`src/rtl/sensor_debounce_multi.sv`:
```
// N_CH-channel debouncer for active-low inputs with press/release filters, edge strobes and long-hold flag.
// Optional 2-flop input synchroniser enabled by defining SENSOR_SYNC_EN.
module sensor_debounce_multi #(
    parameter int N_CH          = 4,
    parameter int COUNT_PRESS   = 50000,
    parameter int COUNT_RELEASE = 0,
    parameter int HOLD_CYCLES   = 2500000
) (
    input  logic            clk,
    input  logic            reset,
    input  logic [N_CH-1:0] sensor_in,
    output logic [N_CH-1:0] sensor_out,
    output logic [N_CH-1:0] fall_pulse,
    output logic [N_CH-1:0] rise_pulse,
    output logic [N_CH-1:0] hold_out
);

    localparam int unsigned L_MAX_PR = (COUNT_PRESS > COUNT_RELEASE) ? COUNT_PRESS : COUNT_RELEASE;
    localparam int unsigned L_MAX    = (L_MAX_PR > HOLD_CYCLES) ? L_MAX_PR : HOLD_CYCLES;
    localparam int CW                = $clog2(L_MAX + 1);

    localparam logic [CW-1:0] L_PRESS_LAST = CW'(COUNT_PRESS - 1);
    localparam logic [CW-1:0] L_REL_LAST   = (COUNT_RELEASE > 1) ? CW'(COUNT_RELEASE - 1) : '0;
    localparam logic [CW-1:0] L_HOLD       = CW'(HOLD_CYCLES);
    localparam logic [CW-1:0] L_ONE        = CW'(1);

    typedef enum logic [1:0] {
        ST_IDLE,
        ST_PRESS_CHK,
        ST_LOW,
        ST_REL_CHK
    } state_t;

    state_t          r_state    [N_CH];
    state_t          w_state_nx [N_CH];
    logic [CW-1:0]   r_cnt      [N_CH];
    logic [CW-1:0]   w_cnt_nx   [N_CH];
    logic [N_CH-1:0] r_out, w_out_nx;
    logic [N_CH-1:0] r_fall, w_fall_nx;
    logic [N_CH-1:0] r_rise, w_rise_nx;
    logic [N_CH-1:0] r_hold, w_hold_nx;
    logic [N_CH-1:0] w_s;

`ifdef SENSOR_SYNC_EN
    logic [N_CH-1:0] r_sync1, r_sync2;

    // Flops reset to the idle level so reset release never looks like a press.
    always_ff @(posedge clk or negedge reset) begin
        if (!reset) begin
            r_sync1 <= '1;
            r_sync2 <= '1;
        end else begin
            r_sync1 <= sensor_in;
            r_sync2 <= r_sync1;
        end
    end

    assign w_s = r_sync2;
`else
    assign w_s = sensor_in;
`endif

    always_ff @(posedge clk or negedge reset) begin
        if (!reset) begin
            for (int unsigned i = 0; i < N_CH; i++) begin
                r_state[i] <= ST_IDLE;
                r_cnt[i]   <= '0;
            end
            r_out  <= '1;
            r_fall <= '0;
            r_rise <= '0;
            r_hold <= '0;
        end else begin
            for (int unsigned i = 0; i < N_CH; i++) begin
                r_state[i] <= w_state_nx[i];
                r_cnt[i]   <= w_cnt_nx[i];
            end
            r_out  <= w_out_nx;
            r_fall <= w_fall_nx;
            r_rise <= w_rise_nx;
            r_hold <= w_hold_nx;
        end
    end

    always_comb begin
        w_out_nx  = r_out;
        w_fall_nx = '0;
        w_rise_nx = '0;
        w_hold_nx = r_hold;
        for (int unsigned i = 0; i < N_CH; i++) begin
            w_state_nx[i] = r_state[i];
            w_cnt_nx[i]   = r_cnt[i];
            case (r_state[i])
                ST_IDLE: begin
                    w_out_nx[i] = 1'b1;
                    if (!w_s[i]) begin
                        if (COUNT_PRESS == 1) begin
                            w_state_nx[i] = ST_LOW;
                            w_out_nx[i]   = 1'b0;
                            w_fall_nx[i]  = 1'b1;
                            w_cnt_nx[i]   = '0;
                        end else begin
                            w_state_nx[i] = ST_PRESS_CHK;
                            w_cnt_nx[i]   = L_ONE;
                        end
                    end
                end
                ST_PRESS_CHK: begin
                    if (w_s[i]) begin
                        w_state_nx[i] = ST_IDLE;
                        w_cnt_nx[i]   = '0;
                    end else if (r_cnt[i] == L_PRESS_LAST) begin
                        w_state_nx[i] = ST_LOW;
                        w_out_nx[i]   = 1'b0;
                        w_fall_nx[i]  = 1'b1;
                        w_cnt_nx[i]   = '0;
                    end else begin
                        w_cnt_nx[i] = r_cnt[i] + L_ONE;
                    end
                end
                ST_LOW: begin
                    if (w_s[i]) begin
                        if (COUNT_RELEASE <= 1) begin
                            w_state_nx[i] = ST_IDLE;
                            w_out_nx[i]   = 1'b1;
                            w_rise_nx[i]  = 1'b1;
                            w_hold_nx[i]  = 1'b0;
                            w_cnt_nx[i]   = '0;
                        end else begin
                            w_state_nx[i] = ST_REL_CHK;
                            w_cnt_nx[i]   = L_ONE;
                        end
                    end else if (HOLD_CYCLES != 0 && r_cnt[i] != L_HOLD) begin
                        // Counter parks at L_HOLD, so the hold flag stays set without wrapping.
                        w_cnt_nx[i] = r_cnt[i] + L_ONE;
                        if ((r_cnt[i] + L_ONE) == L_HOLD) begin
                            w_hold_nx[i] = 1'b1;
                        end
                    end
                end
                ST_REL_CHK: begin
                    if (!w_s[i]) begin
                        w_state_nx[i] = ST_LOW;
                        w_cnt_nx[i]   = r_hold[i] ? L_HOLD : '0;
                    end else if (r_cnt[i] == L_REL_LAST) begin
                        w_state_nx[i] = ST_IDLE;
                        w_out_nx[i]   = 1'b1;
                        w_rise_nx[i]  = 1'b1;
                        w_hold_nx[i]  = 1'b0;
                        w_cnt_nx[i]   = '0;
                    end else begin
                        w_cnt_nx[i] = r_cnt[i] + L_ONE;
                    end
                end
                default: begin
                    w_state_nx[i] = ST_IDLE;
                    w_cnt_nx[i]   = '0;
                end
            endcase
        end
    end

    assign sensor_out = r_out;
    assign fall_pulse = r_fall;
    assign rise_pulse = r_rise;
    assign hold_out   = r_hold;

endmodule

```
`config.mk`:
```
export PLATFORM = sky130hd
export DESIGN_NAME = sensor_debounce_multi
export DESIGN_NICKNAME = d
export VERILOG_FILES = /design/src/rtl/sensor_debounce_multi.sv
export SDC_FILE = /design/constraint.sdc
export NUM_CORES = 1
export LEC_CHECK = 0
export BUFFER_PORTS_ARGS = -buffer_cell sky130_fd_sc_hd__buf_2
export CAP_MARGIN = 20
export CELL_PAD_IN_SITES_DETAIL_PLACEMENT = 0
export CELL_PAD_IN_SITES_GLOBAL_PLACEMENT = 1
export CORE_ASPECT_RATIO = 1.1
export CORE_MARGIN = 2
export CORE_UTILIZATION = 53
export CTS_BUF_LIST = sky130_fd_sc_hd__clkbuf_4 sky130_fd_sc_hd__clkbuf_8
export DETAILED_ROUTE_END_ITERATION = 16
export HOLD_SLACK_MARGIN = 0.06
export PLACE_DENSITY = 0.95
export SLEW_MARGIN = 20
export SYNTH_ARGS = -nofsm -noshare
export SYNTH_HDL_FRONTEND = slang
export SYNTH_SLANG_ARGS = --single-unit
```
`constraint.sdc`:
```
create_clock -name clk -period 4.05 [get_ports clk]
set_input_delay 1.215 -clock clk [delete_from_list [all_inputs] [get_ports clk]]
set_output_delay 1.215 -clock clk [all_outputs]
set_load 0.03 [all_outputs]
```
# Word level (Yosys, flattened, before mapping)
# Cells that the tools add are included.
# classes
n_addsub,4
eq_ne,64
muxes,140
n_reduce_logical,28
# ops
op,n
$mux W22,32
$pmux W22 S4,4
$add A22 B1 Y22 const B,4
$eq A22 B16 Y1 const B,4
$eq A22 B22 Y1 const B,4
$logic_not A22 Y1,4
$ne A22 B22 Y1 const B,4
$mux W1,64
$mux W2,24
$ne A2 B2 Y1 const B,24
$ne A3 B3 Y1 const B,16
$reduce_and A5 Y1,8
$pmux W2 S4,4
$eq A2 B2 Y1 const B,8
$pmux W1 S2,8
$pmux W1 S4,4
$reduce_and A4 Y1,4
$eq A2 B1 Y1 const B,4
$logic_not A2 Y1,4
$reduce_and A2 Y1,4
$reduce_bool A2 Y1,4
# totals
register_bits,112
inputBits,6
output_inout_bits,16
elab_cells,254

# Longest topological paths before layout
# logic_depth
word_depth,6
mapped_depth,10
ltp_nobuf,9

# Worst setup path after synthesis
# Ideal clock, no wire load.
# synth_path
path_type,input -> register
start,input port sensor_in[2]
end,register r_cnt[27] (netlist bit)
setup_ps,87
t_arrival_ps,3291
t_required_ps,3963
setup_slack_ps,672
path_stages,8
n_path_buf,2
path_cell_list,clkbuf_1 -> nand2b_1 -> or4_1 -> nor4_1 -> or2_2 -> clkbuf_1 -> o21ai_0 -> o211ai_1
# synth_between
elab_chain_cells,2
word_cells_on_any_way,7
cone_classes,eq/ne: 2; mux: 4; reduce/logical: 1
# synth_lines
element,line_no,rtl
start: declaration,11,"input logic [N_CH-1:0] sensor_in,"
$mux W22 (tied with other cells),142,if (!w_s[i]) begin
$pmux W22 S4 / $reduce_and A2 Y1 (equally long branches),-,
end signal: indexed assignment,76,r_cnt[i] <= w_cnt_nx[i];
end: declaration,36,logic [CW-1:0] r_cnt [N_CH];
# Parallel ways exist; a longest one is shown, timed or not.
# A chain may end at the register's enable or synchronous reset.

# Worst setup path after layout
# layout_path
start,register r_cnt[32] (netlist bit)
end,register r_cnt[33] (netlist bit)
# layout_between
elab_chain_cells,4
word_cells_on_any_way,13
cone_classes,add/sub: 1; eq/ne: 3; mux: 7; reduce/logical: 2
# layout_lines
element,line_no,rtl
$add A22 B1 Y22 (tied with other cells),"118, 135, 152",
$mux W22 (on tied branches),"145, 112, 133",
$mux W22 (on tied branches),"142, 109, 122",
$pmux W22 S4,93,case (r_state[i])
# Parallel ways exist; a longest one is shown, timed or not. The select of a mux whose other input is x is not followed.

==> impl.org <==
** Critical path
- Category of the worst setup path capture point :: flip-flop
- In this run the worst path has a maximum fanout of 9.
- Tracing the worst setup path back leads to its startpoint at r_cnt[32].
- Setup Crit Path Kind :: reg2reg
- STA puts the critical path data required time at 4.32 ns.
- Data on the critical path arrives at its endpoint at 3.41 ns.
- Critical R2R Launch :: r_cnt[32]
- Type of origin of the critical path :: flip-flop

** Die
- Measured along the x axis, the die boundary spans 119 um.
- 22 I/O pins were placed.
- Initial core utilization :: 53.7%
- Core region area :: 14300 um^2
- In this run the core area contains 46 standard-cell rows.
- The floorplan step defined a die boundary enclosing ~15000 um^2.
- Overall die height :: 130 um

** Logic synthesis
- The cell count after synthesis came out at 976.
- The mapped netlist covers between 7000 and 8000 um^2.
- Total of warnings raised by yosys :: 0
- After synthesis, the mean cell area works out to about 7.9 um^2.
- Yosys mapped the design onto 70 distinct sky130hd cell types.
- Count of state elements after synthesis :: approximately 110
- EDFF count, synth :: 0
- Dominant synthesized flop cell :: dfrtp_1
- For this run, asynchronously set or reset flops after synthesis account for 100%.
- The number of nets handed over by synthesis was 990.
- For this run, the register share of the synthesized area comes to 36.5%.

** Route
- Avg WL per Cell :: 17.5 um
- Routed WL :: 20000 um
- After detailed routing, the number of vias per cell comes to around 6.4.
- DR DRC count :: 0
- TritonRoute pass-1 iters :: 7
- The detailed router finished its first iteration with 810 violations.
- Number of vias after detailed routing :: 7366
- Antenna-violating nets left :: 0

** Global route
- After global routing the overflow that remains totals 0.
- In the global route stage, overall resource usage came out at 26.2%.
- Maximum number of pins on one net before global-route repair :: 71
- Global routing used about 3.4% of the available met3 tracks.
- Antenna violations before repair :: 1
- Met1 layer usage reported by global route :: 36.2%
- GRT Max-Usage Layer :: met2
- Wire length of the first global-routing pass :: 33500 um
- Fraction of met2 tracks used by global routing :: ~43%
- Vias in the first global route :: 6694

** Clocking
- Number of buffers created by CTS :: 9
- Post-CTS repair changed the size of 0 cells.
- Post-CTS timing repair inserted 0 buffers for setup.
- Clock-pin slew was measured on the worst setup and hold paths at 0.11 ns.
- The tree is rooted in a clkbuf_8.
- The H-tree was split into 3 levels.
- TritonCTS clock tree :: done
- CTS Hold Buffers Added :: 0
- At the later pin of the worst-skew pair, clock insertion delay measures 0.39 ns.
- Clk sinks :: 112
- The clock passes through at most 2 buffers.

** Timing
- The number of pins exceeding their max-slew limit in the final report came to 0.
- Max-slew headroom at the worst pin :: 40.5%
- Final hold violations :: 0
- Slew of the pin with the lowest slew margin :: 0.884 ns
- After layout, the worst path uses 77.6% of the clock period.
- Setup-violating endpoint count in the final report :: 0
- Worst-case clock skew :: 0.0108 ns
- After layout, the minimum clock period comes to 3.14 ns.
- Minimum hold slack :: 0.509 ns
- Setup repair after global routing missed its margin :: no
- Adding up every negative setup slack in the final design gives 0 ns.
- For this run, the top clock speed supported by timing is roughly 0.32 GHz.

** Place
- Post-DP HPWL :: 14300 um
- GPL Wtd Cong :: 0.928
- Port buffer count :: 21

** Min path
- The worst hold path begins at sensor_out[1].
- In this run the worst hold path is classified as reg2reg.

** Finish
- Inserted Diodes :: 0
- Final Util :: 56.0%
- NumNets Final :: 963
- After filler insertion, the fill cell instance count of the layout stands at about 1.3k.
- Layout overhead on the synthesized area :: 4.33%
- In the final layout, the share of cells above drive strength 1 is approximately 8.4%.

** Power and ir drop
- P per Cell Area :: 249 nW/um^2
- Lkg Pwr :: between 3 and 4 nW
- Peak VDD IR :: 0.145 mV

** Outcome
- The flow ran to the end, and the final reports show no timing, DRC or antenna violations.

** Job
- Maximum capacitance violations :: 0
[cell usage after synthesis (10+ instances only)]
| library cell | n | area (um^2) |
|---|---|---|
| nand3_1 | 60 | 300 |
| nor2_1 | 69 | 259 |
| nor3_1 | 30 | 150 |
| dfrtp_1 | 108 | 2700 |
| a31oi_1 | 22 | 138 |
| o21ai_0 | 87 | 435 |
| nand2b_1 | 13 | 81.3 |
| nor3b_1 | 10 | 75.1 |
| xnor2_1 | 18 | 158 |
| or4_1 | 19 | 143 |
| nand4_1 | 38 | 238 |
| clkbuf_1 | 58 | 218 |
| inv_1 | 37 | 139 |
| a21oi_1 | 42 | 210 |
| and2_1 | 13 | 81.3 |
| or3_1 | 22 | 138 |
| nor4_1 | 23 | 144 |
| nand2_1 | 118 | 443 |
| and3_1 | 16 | 100 |
| or2_2 | 11 | 68.8 |
| o31ai_1 | 13 | 97.6 |
[critical path, cell delays in order (launching register included)]
cell,delay (ns)
dfrtp_1,0.50
or4_1,0.56
or4_1,0.55
o21ai_1,0.40
and3_1,0.46
buf_4,0.23
nor2_1,0.05
o21ai_0,0.17
o31ai_1,0.09
[report_power, final]
part | total, mW | switching (mW) | internal [mW] | leakage (nW)
clock network | 0.650 | 0.415 | 0.235 | 0.0905
logic | 0.181 | 0.125 | 0.0558 | 1.56
registers | 1.17 | 0.0325 | 1.13 | 1.52
total | 2.00 | 0.572 | 1.42 | 3.18
[metrics by stage]
stage	power, mW	area, um^2	std cells	setup slack [ns]
5_1_grt	2.09	8020	1146	0.745
2_1_floorplan	1.30	7690	976	0.672
4_1_cts	2.01	8020	1146	0.930
3_5_place_dp	1.37	7850	1130	0.895
3_3_place_gp	1.36	7850	1130	0.924
6_report	2.00	8020	1146	0.905
[state kept, by name, indices dropped and copies added, names as in the netlist]
register and cells:
r_cnt 88, r_state 8, fall_pulse 4, hold_out 4, rise_pulse 4, sensor_out 4
[layout by cell type (no fill, tap or decap), drive strengths merged, types with 5 or more instances in the layout]
cell type / netlist / final
and3: 16 / 16
nor4: 26 / 26
ha: 8 / 8
nor3: 30 / 30
inv: 37 / 39
a22o: 6 / 6
nand2: 118 / 118
o211ai: 9 / 9
o31ai: 15 / 15
xor2: 9 / 9
nand4: 39 / 39
o311ai: 7 / 7
o21ai: 94 / 94
o311a: 6 / 6
nor2b: 7 / 7
nand3: 60 / 60
buf: 12 / 32
nor3b: 10 / 10
clkbuf: 58 / 10
a31oi: 22 / 22
or3: 22 / 22
xnor2: 18 / 18
or2: 11 / 11
dfrtp: 108 / 108
a21boi: 5 / 5
a21oi: 42 / 42
or4: 21 / 21
o41ai: 8 / 8
nand2b: 13 / 13
and2: 13 / 13
nor2: 69 / 69
[cell families after synthesis]
group	count (synthesis)	share of synthesized area, %
adder cells (fa/ha/maj)	8	1.30
XOR/XNOR	27	3.08
AND/OR/NAND/NOR	466	32.1
AO/OA/AOI/OAI	253	21.2
buffers and inverters	108	5.56
multiplexers	2	0.260
flip-flops	112	36.5
[final timing paths]
| path | to | cells after the start | slack, ns |
|---|---|---|---|
| setup / recovery | r_cnt[33] | 8 | 0.91 |
| hold / removal | sensor_out[1] | 2 | 0.51 |
| setup reg to reg | r_cnt[33] | 8 | 0.91 |
| hold reg to reg | sensor_out[1] | 2 | 0.51 |
| max in group asynchronous | sensor_out[0] | 2 | 2.44 |
| min in group asynchronous | r_cnt[28] | 1 | 0.82 |
[routing by layer]
layer,share of wire (%),up-vias
met4,1.9,2
met2,47,273
met1,45,3511
li1,-,3544
met3,5.8,36
met5,0.065,-
[final cells by class]
type / count / area (um^2) / share of cell area [%]
multi-input cells: 756 / 4450 / 55.5
well taps: 192 / 240 / 2.99
clock buffers: 10 / 131 / 1.64
repair buffers: 32 / 203 / 2.53
inverters: 38 / 143 / 1.78
clock inverters: 6 / 43.8 / 0.546
flip-flops and latches: 112 / 2810 / 35.0
(Power assumes the default switching activity.)
